===== config.mk =====
export PLATFORM = sky130hd
export DESIGN_NAME = soc_top
export DESIGN_NICKNAME = d
export VERILOG_FILES = /design/src/rtl/soc_top.sv
export SDC_FILE = /design/constraint.sdc
export NUM_CORES = 1
export LEC_CHECK = 0
export CAP_MARGIN = 10
export CORE_ASPECT_RATIO = 2
export CORE_UTILIZATION = 35
export DETAILED_ROUTE_END_ITERATION = 6
export GPL_ROUTABILITY_DRIVEN = 0
export GPL_TIMING_DRIVEN = 0
export PLACE_DENSITY = 0.51
export SYNTH_ARGS = -nofsm -noshare
export SYNTH_HDL_FRONTEND = slang
export SYNTH_SLANG_ARGS = --single-unit

===== constraint.sdc =====
create_clock -name clk16 -period 4.3 [get_ports clk16]
set_input_delay 0.86 -clock clk16 [delete_from_list [all_inputs] [get_ports clk16]]
set_output_delay 0.86 -clock clk16 [all_outputs]
set_load 0.05 [all_outputs]

===== src/rtl/soc_top.sv =====
`default_nettype none
// ============================================================
// Module   : soc_top (+ soc_dbg_regs)
// Purpose  : 8N1 UART echo SoC with boot banner and debug registers
// Revision : 1.0
// ============================================================

module soc_dbg_regs (
   input  logic       clk,
   input  logic       rst,
   input  logic       i_rx_valid,
   input  logic [7:0] i_rx_byte,
   input  logic       i_tx_done,
   input  logic       i_frame_err,
   input  logic       i_overflow
);

   logic [31:0] registers [0:31];

   // Entry 0 and entries 6..31 are only ever written by reset, so they stay zero.
   always_ff @(posedge clk) begin
      if (!rst) begin
         for (int i = 0; i < 32; i++) registers[i] <= 32'd0;
      end else begin
         if (i_rx_valid) begin
            registers[1] <= registers[1] + 32'd1;
            registers[3] <= {24'd0, i_rx_byte};
         end
         if (i_tx_done)   registers[2] <= registers[2] + 32'd1;
         if (i_frame_err) registers[4] <= registers[4] + 32'd1;
         if (i_overflow)  registers[5] <= registers[5] + 32'd1;
      end
   end

endmodule

module soc_top #(
   parameter int CLKS_PER_BIT = 278
) (
   input  logic clk16,
   input  logic rst,
   input  logic serial_rx,
   output logic serial_tx
);

   localparam int              c_CNT_W    = $clog2(CLKS_PER_BIT);
   localparam logic [c_CNT_W-1:0] c_BIT_END  = c_CNT_W'(CLKS_PER_BIT - 1);
   localparam logic [c_CNT_W-1:0] c_HALF_END = c_CNT_W'(CLKS_PER_BIT / 2 - 1);

   typedef enum logic [1:0] {
      S_IDLE  = 2'd0,
      S_START = 2'd1,
      S_DATA  = 2'd2,
      S_STOP  = 2'd3
   } uart_st_t;

   logic               r_rx_meta, r_rx_sync;
   uart_st_t           r_rx_st, w_rx_nxt;
   logic [c_CNT_W-1:0] r_rx_cnt;
   logic [2:0]         r_rx_bit;
   logic [7:0]         r_rx_shift;
   logic               w_rx_tick, w_rx_done, w_rx_ferr;

   logic [7:0]         r_fifo [0:3];
   logic [1:0]         r_wr_ptr, r_rd_ptr;
   logic [2:0]         r_fifo_cnt;
   logic               w_fifo_full, w_fifo_empty, w_push, w_pop, w_ovf;

   logic [2:0]         r_ban_idx;
   logic               w_ban_done;
   logic [7:0]         w_ban_byte;

   uart_st_t           r_tx_st, w_tx_nxt;
   logic [c_CNT_W-1:0] r_tx_cnt;
   logic [2:0]         r_tx_bit;
   logic [7:0]         r_tx_shift;
   logic               r_txd, w_txd;
   logic               w_tx_tick, w_tx_load, w_tx_done, w_tx_avail;
   logic [7:0]         w_tx_byte;

   always_ff @(posedge clk16) begin
      if (!rst) begin
         r_rx_meta <= 1'b1;
         r_rx_sync <= 1'b1;
      end else begin
         r_rx_meta <= serial_rx;
         r_rx_sync <= r_rx_meta;
      end
   end

   always_comb begin
      w_rx_nxt  = r_rx_st;
      w_rx_tick = 1'b0;
      w_rx_done = 1'b0;
      w_rx_ferr = 1'b0;
      case (r_rx_st)
         S_IDLE: begin
            if (!r_rx_sync) w_rx_nxt = S_START;
         end
         S_START: begin
            w_rx_tick = (r_rx_cnt == c_HALF_END);
            if (w_rx_tick) w_rx_nxt = r_rx_sync ? S_IDLE : S_DATA;
         end
         S_DATA: begin
            w_rx_tick = (r_rx_cnt == c_BIT_END);
            if (w_rx_tick && (r_rx_bit == 3'd7)) w_rx_nxt = S_STOP;
         end
         S_STOP: begin
            w_rx_tick = (r_rx_cnt == c_BIT_END);
            if (w_rx_tick) begin
               w_rx_nxt  = S_IDLE;
               w_rx_done = r_rx_sync;
               w_rx_ferr = ~r_rx_sync;
            end
         end
         default: w_rx_nxt = S_IDLE;
      endcase
   end

   always_ff @(posedge clk16) begin
      if (!rst) begin
         r_rx_st    <= S_IDLE;
         r_rx_cnt   <= '0;
         r_rx_bit   <= 3'd0;
         r_rx_shift <= 8'd0;
      end else begin
         r_rx_st <= w_rx_nxt;
         if ((r_rx_st == S_IDLE) || w_rx_tick) r_rx_cnt <= '0;
         else                                  r_rx_cnt <= r_rx_cnt + 1'b1;
         if ((r_rx_st == S_DATA) && w_rx_tick) begin
            r_rx_shift <= {r_rx_sync, r_rx_shift[7:1]};
            r_rx_bit   <= r_rx_bit + 3'd1;
         end
      end
   end

   assign w_fifo_full  = (r_fifo_cnt == 3'd4);
   assign w_fifo_empty = (r_fifo_cnt == 3'd0);
   // A pop in the same cycle frees the slot, so a full FIFO still accepts the push.
   assign w_push = w_rx_done & (~w_fifo_full | w_pop);
   assign w_ovf  = w_rx_done & w_fifo_full & ~w_pop;

   always_ff @(posedge clk16) begin
      if (w_push) r_fifo[r_wr_ptr] <= r_rx_shift;
   end

   always_ff @(posedge clk16) begin
      if (!rst) begin
         r_wr_ptr   <= 2'd0;
         r_rd_ptr   <= 2'd0;
         r_fifo_cnt <= 3'd0;
      end else begin
         if (w_push) r_wr_ptr <= r_wr_ptr + 2'd1;
         if (w_pop)  r_rd_ptr <= r_rd_ptr + 2'd1;
         case ({w_push, w_pop})
            2'b10:   r_fifo_cnt <= r_fifo_cnt + 3'd1;
            2'b01:   r_fifo_cnt <= r_fifo_cnt - 3'd1;
            default: r_fifo_cnt <= r_fifo_cnt;
         endcase
      end
   end

   assign w_ban_done = (r_ban_idx == 3'd6);

   always_comb begin
      case (r_ban_idx)
         3'd0:    w_ban_byte = 8'h42;
         3'd1:    w_ban_byte = 8'h4F;
         3'd2:    w_ban_byte = 8'h4F;
         3'd3:    w_ban_byte = 8'h54;
         3'd4:    w_ban_byte = 8'h0D;
         3'd5:    w_ban_byte = 8'h0A;
         default: w_ban_byte = 8'h00;
      endcase
   end

   assign w_tx_avail = ~w_ban_done | ~w_fifo_empty;
   assign w_tx_byte  = w_ban_done ? r_fifo[r_rd_ptr] : w_ban_byte;
   assign w_pop      = w_tx_load & w_ban_done;

   always_comb begin
      w_tx_nxt  = r_tx_st;
      w_tx_tick = 1'b0;
      w_tx_load = 1'b0;
      w_tx_done = 1'b0;
      w_txd     = 1'b1;
      case (r_tx_st)
         S_IDLE: begin
            if (w_tx_avail) begin
               w_tx_load = 1'b1;
               w_tx_nxt  = S_START;
            end
         end
         S_START: begin
            w_txd     = 1'b0;
            w_tx_tick = (r_tx_cnt == c_BIT_END);
            if (w_tx_tick) w_tx_nxt = S_DATA;
         end
         S_DATA: begin
            w_txd     = r_tx_shift[0];
            w_tx_tick = (r_tx_cnt == c_BIT_END);
            if (w_tx_tick && (r_tx_bit == 3'd7)) w_tx_nxt = S_STOP;
         end
         S_STOP: begin
            w_tx_tick = (r_tx_cnt == c_BIT_END);
            if (w_tx_tick) begin
               w_tx_done = 1'b1;
               if (w_tx_avail) begin
                  w_tx_load = 1'b1;
                  w_tx_nxt  = S_START;
               end else begin
                  w_tx_nxt  = S_IDLE;
               end
            end
         end
         default: w_tx_nxt = S_IDLE;
      endcase
   end

   // serial_tx is registered from the current state, giving a uniform one-cycle lag.
   always_ff @(posedge clk16) begin
      if (!rst) begin
         r_tx_st    <= S_IDLE;
         r_tx_cnt   <= '0;
         r_tx_bit   <= 3'd0;
         r_tx_shift <= 8'd0;
         r_ban_idx  <= 3'd0;
         r_txd      <= 1'b1;
      end else begin
         r_tx_st <= w_tx_nxt;
         r_txd   <= w_txd;
         if ((r_tx_st == S_IDLE) || w_tx_tick) r_tx_cnt <= '0;
         else                                  r_tx_cnt <= r_tx_cnt + 1'b1;
         if (w_tx_load) begin
            r_tx_shift <= w_tx_byte;
            r_tx_bit   <= 3'd0;
         end else if ((r_tx_st == S_DATA) && w_tx_tick) begin
            r_tx_shift <= {1'b0, r_tx_shift[7:1]};
            r_tx_bit   <= r_tx_bit + 3'd1;
         end
         if (w_tx_load && !w_ban_done) r_ban_idx <= r_ban_idx + 3'd1;
      end
   end

   assign serial_tx = r_txd;

   soc_dbg_regs lm32_cpu (
      .clk         (clk16),
      .rst         (rst),
      .i_rx_valid  (w_rx_done),
      .i_rx_byte   (r_rx_shift),
      .i_tx_done   (w_tx_done),
      .i_frame_err (w_rx_ferr),
      .i_overflow  (w_ovf)
   );

endmodule
`default_nettype wire


==> flow_summary.toml, run 1 <==
[clock_tree]
clock_latency_ns = 0.35
numCtsBuffers = 9
clockBufferDepth = 2
ctsHoldBuffers = 0
cts_tree = "done"
cts_setup_buffers = 0
cts.sinks = 91
cts_resized = 0
root_buffer = "clkbuf_16"
htreeDepth = 3
clk_pin_slew_ns = 0.07

[floorplan]
coreArea_mm2 = 0.0117
rows = 56
initial_utilization_pct = 35.9
die_x_um = 79.5
io_pins = 4
die_h_um = 157
die-area_mm2 = 0.0125

[sta]
slew_headroom_pct = 52.1
setup_ws_ns = 1.48
drv_slew = 0
rsz0062_at_grt = "no"
hold_viol = 0
fmax_mhz = 355
min_period_ns = 2.82
final.setup_skew_ns = 0.00694
worst_slew_pin_slew_ns = 0.719
period_share_pct = 65.5
setup_viol = 0
tns_ns = 0

[status]
status = "finished clean"

[synth]
ys_seq_area_share_pct = 51.0
synthMostInstantiatedCell = "dfxtp_1"
synth_simple_gate_area_share_pct = 15.8
synth-xor-area-share_pct = 3.96
synth_compound_area_share_pct = 8.37
synth_top_family_by_area = "simple AND/OR/NAND/NOR gates"
syn_nets = 397
yosys.area.top_type = "dfxtp_1"
synthAdderAreaFrac_pct = 7.33
synth_area_mm2 = 0.00420
synth_common_cells = "dfxtp_1, nor2_1, edfxtp_1, ha_1, mux2i_1"
synth_top_area_share_pct = 28.1
ys_warn_count = 0
synth_edf_count = 32
syn_avg_cell_area_um2 = 11.4
synth.distinct_cells = 59
synth.area.mux_share_pct = 9.77
synth_ff_type = "dfxtp_1"
syn_inst = 370
async_flop_share_pct = 0
ys_ff_latch = 91
ys_top_cells_by_area = "dfxtp_1, edfxtp_1, ha_1"

[power]
p_sw_share_pct = 30.8
pwr-share-clk_pct = 35.1
intPower_mw = 1.52
powerDensity_mw_per_mm2 = 466
switchingPower_mw = 0.677
power_frac_comb_pct = 20.4
seq_power_share_pct = 44.4
leakage_nw = 1.76
vdd_ir_drop_max_mv = 0.221

[detailed_routing]
viasPerCell = 5.06
drt_iter0_markers = 63
drcViolationCount = 0
wl_per_cell_um = 15.4
ant_nets = 0
routed_wl_mm = 8.24
vias = 2700
dr.pass1.iters = 4

[global_route]
grt_usage_pct = 15.1
grt_pass1_vias = 2815
gr-total-overflow = 0
grt_max_degree = 19
antenna_found_initial = 0
grt_pass1_wl_mm = 13.8

[setup_path]
reg2reg_slack_ns = 1.48
cp.arrival_ns = 3.06
required_ns = 4.54
crit_slowest_cell = "nor3_2"
reg2reg_to = "r_fifo_cnt[2]"
start_kind = "flip-flop"
reg2reg_from = "r_tx_st[0]"
worst-setup-path-type = "reg2reg"
crit_path_end_kind = "flip-flop"
worstRegToRegCells = 10
critPathMaxFanout = 7
cp_cell_sequence = "inv_1, ha_1, nor3_2, and2_4, buf_6, nand2_1, fa_1, a2111oi_0, o21ai_0, o311a_1"
slowest_delay_ns = 0.42

[hold_path]
hold_class = "reg2reg"
hold_start = "r_rx_meta"
hold_path_depth = 1
holdPathEnd = "r_rx_sync"

[placed_design]
dpl_worst_slack_ns = 1.28
port_buffers = 3
placedInstanceArea_mm2 = 0.00441
hpwl_mm = 6.17

[finish]
layout-drive-gt1-share_pct = 11.8
final_area_mm2 = 0.00471
nFillCells = 1130
antenna_cells = 0
syn2layout_area_growth_pct = 12.0
nNetsFinal = 411

[job]
maxCapViolCount = 0
==> power groups by stage <==
| stage | Clock, mW | Sequential [mW] | Combinational, mW |
|---|---|---|---|
| 2_1_floorplan | 0 | 0.996 | 0.335 |
| 6_report | 0.771 | 0.975 | 0.449 |
| 3_3_place_gp | 0 | 0.996 | 0.450 |
| 3_5_place_dp | 0 | 0.996 | 0.453 |
| 5_1_grt | 0.828 | 0.984 | 0.496 |
| 4_1_cts | 0.796 | 0.977 | 0.455 |
==> registers in the layout, indices dropped and copies added (netlist names), 2 cells and up, named ones only <==
signal,cells
r_fifo,32
r_rx_cnt,9
r_tx_cnt,9
r_rx_shift,8
r_tx_shift,8
r_ban_idx,3
r_fifo_cnt,3
r_rx_bit,3
r_tx_bit,3
r_rd_ptr,2
r_tx_st,2
r_wr_ptr,2
==> area by class of cell <==
| cell class | instances | area (um^2) | share of cell area [%] |
|---|---|---|---|
| buffer | 16 | 95.1 | 2.02 |
| clock buffer | 9 | 225 | 4.78 |
| clock inverter | 7 | 68.8 | 1.46 |
| inverter | 17 | 63.8 | 1.36 |
| multi-input combinational | 246 | 1900 | 40.4 |
| sequential | 91 | 2140 | 45.5 |
| tap | 145 | 181 | 3.85 |
| timing repair buffer | 3 | 30.0 | 0.638 |
==> per-stage QoR <==
step	power (mW)	cells	hold WS [ns]	utilization, %
floorplan	1.33	370	0.386	-
global placement	1.45	518	0.415	37.7
detailed placement	1.45	518	0.422	37.7
CTS	2.23	534	0.446	40.2
global route	2.31	534	0.453	40.2
finish	2.19	534	0.441	40.2
==> cells in the final DEF, fill, tap and decap left out, types with 3 or more instances in the layout <==
cell             Yosys  final
nand4_1              4      4
a21oi_1             11     11
nand2_1             21     21
clkdlybuf4s50_1      0      3
ha_1                23     23
o21ai_0              6      6
clkbuf_16            0      9
and2_1               5      5
o21ai_1              5      5
clkinv_4             0      3
edfxtp_1            32     32
buf_2                3      3
inv_1               17     17
and3_1               7      7
xor2_1              14     14
a211oi_2             3      3
nand2b_1             5      5
inv_6                0      3
dfxtp_1             59     59
clkbuf_1             8      8
nand3_1             12     12
nor3_1               3      3
nor2_1              48     48
a211oi_1             6      6
mux2i_1             23     23
xnor2_1              5      5
mux4_2               8      8
==> layer usage <==
metal  track usage [%]  vias to the layer above  share of wire, %
met2              30.1                       17                59
met3              2.78                       17               1.6
met4              7.53                        0               2.5
li1                  -                     1352                 -
met1              13.7                     1314                36
met5                 0                        -                 0
==> kinds of logic after synthesis <==
kind of cell,Yosys count
multiplexers,31
XOR/XNOR,19
buffers and inverters,33
AO/OA/AOI/OAI,49
adder cells (fa/ha/maj),24
AND/OR/NAND/NOR,123
flip-flops,91
==> critical path: cells and delay by family, from the launching register on <==
family                     cells  cell delay [ns]
AOI/OAI and AO/OA              3             0.59
adders and majority gates      2             0.80
buffers and inverters          2             0.23
DFF                            1             0.39
and+or+nand+nor                3             0.70
==> worst max path at each step <==
stage	startpoint	end	slack (ns)	cells past startpoint
finish	r_tx_st[0]	r_fifo_cnt[2]	1.48	10
global route	r_ban_idx[0]	r_fifo_cnt[2]	1.22	12
CTS	r_ban_idx[0]	r_fifo_cnt[2]	1.46	12
detailed placement	rst	r_rd_ptr[0]	1.28	5
global placement	rst	r_ban_idx[2]	1.29	5
floorplan	r_tx_st[0]	r_fifo_cnt[2]	1.85	9
Power figures use the tool's default switching activity.
==> run 2: changes to the inputs <==
- PLACE_DENSITY: 0.51 -> 0.53
- clock period: 4.3 -> 2.3 ns (I/O delays scaled with it)
==> flow_summary.toml, run 2 (synthesized netlist as in run 1, its figures left out) <==
[status]
status = "finished clean"

[finish]
largest_reg_flops = 32
fin_cells = 542
syn2layout_area_growth_pct = 15.3
antenna_cells = 0
layout-drive-gt1-share_pct = 17.9
regMostFlops = "r_fifo"
nNetsFinal = 419
top_regs = "r_fifo: 32 flops, r_rx_cnt: 9 flops, r_tx_cnt: 9 flops"
utilization_pct = 41.4
layout_commonest_cell = "dfxtp_1"
final_cell_mix = "dfxtp_1, nor2_1, edfxtp_1, mux2i_1, ha_1"

[setup_path]
cp.arrival_ns = 2.44
required_ns = 2.53
crit_path_end_kind = "flip-flop"
worst-setup-path-type = "reg2reg"
crit_slowest_cell = "nor4b_4"
start_kind = "flip-flop"
crit_buf_inv = 0
critPathMaxFanout = 5
path_delay_family = "simple AND/OR/NAND/NOR gates"
cp_cell_sequence = "nor4b_4, a31o_4, and2_4, nand2_1, fa_2, and4_1, o311a_1"
slowest_delay_ns = 0.43

[sta]
setup_viol = 0
fmax_mhz = 452
tns_ns = 0
min_period_ns = 2.21
slew_headroom_pct = 54.8
hold_viol = 0
worst_slew_pin_slew_ns = 0.678
final.setup_skew_ns = 0.0109
period_share_pct = 96.2
drv_slew = 0

[global_route]
grt_pass1_wl_mm = 13.5
grt_usage_pct = 14.6
gr-total-overflow = 0
antenna_found_initial = 0
grt_pass1_vias = 2767
grt_max_degree = 19

[floorplan]
coreArea_mm2 = 0.0117
rows = 56
die-area_mm2 = 0.0125
die_x_um = 79.5
initial_utilization_pct = 35.9
io_pins = 4
die_h_um = 157

[clock_tree]
clockBufferDepth = 2
root_buffer = "clkbuf_16"
htreeDepth = 3
cts.sinks = 91
clk_pin_slew_ns = 0.07
numCtsBuffers = 9
cts_tree = "done"
clock_latency_ns = 0.35

[placed_design]
place_inst = 518
port_buffers = 3
hpwl_mm = 6.07

[power]
vdd_ir_drop_max_mv = 0.374
leakage_nw = 1.82
power_mw = 4.24
powerDensity_mw_per_mm2 = 876

[detailed_routing]
drcViolationCount = 0
vias = 2684
routed_wl_mm = 8.22
drt_iter0_markers = 101
dr.pass1.iters = 4
wl_per_cell_um = 15.2
ant_nets = 0
viasPerCell = 4.95

[job]
maxCapViolCount = 0

[hold_path]
hold_class = "reg2reg"
==> run 2: cell count changes in the layout (fill, tap and decap cells not counted), sizes merged <==
cell,before,now
inv,20,22
buf,8,17
clkinv,4,2
clkbuf,17,16
==> run 2: final cells by class <==
class	count	area (um^2)
clock inverter	7	66.3
tap	145	181
inverter	17	66.3
sequential	91	2150
clock buffer	9	225
multi-input combinational	246	1960
buffer	14	86.3
fill	1104	6860
timing repair buffer	13	105
==> run 2: metrics by stage <==
| step | hold WS, ns | setup WS (ns) | instance area (um^2) |
|---|---|---|---|
| 2_1_floorplan | 0.386 | 0.0192 | 4220 |
| 3_3_place_gp | 0.418 | -0.281 | 4430 |
| 3_5_place_dp | 0.408 | -0.295 | 4430 |
| 4_1_cts | 0.431 | 0.0233 | 4790 |
| 5_1_grt | 0.450 | -0.00144 | 4840 |
| 6_report | 0.431 | 0.0875 | 4840 |
==> run 2: report_power, final <==
group / internal [mW] / switching [mW]
Clock: 0.764 / 0.678
Sequential: 1.76 / 0.0729
Combinational: 0.409 / 0.562
==> run 2: path summary, 6_finish.rpt <==
| kind | startpoint | end | slack (ns) | cells after the start |
|---|---|---|---|---|
| setup / recovery | r_tx_cnt[7] | r_fifo_cnt[2] | 0.09 | 7 |
| hold reg to reg | r_rx_meta | r_rx_sync | 0.43 | 1 |
| hold / removal | r_rx_meta | r_rx_sync | 0.43 | 1 |
| setup reg to reg | r_tx_cnt[7] | r_fifo_cnt[2] | 0.09 | 7 |
==> run 2: layer usage <==
metal | GRT usage, % | vias up | routed length (um)
li1 | - | 1365 | -
met1 | 13.3 | 1297 | 2990
met2 | 29.3 | 12 | 4960
met3 | 3.01 | 10 | 113
met4 | 6.41 | 0 | 155
met5 | 0 | - | 0
==> run 2: timing repair <==
item                                    CTS  global route
setup buffers                             6             4
endpoints found under the setup margin   34            33
pin swaps                                 6             3
hold buffers                              0             0
resized for setup                        10            12
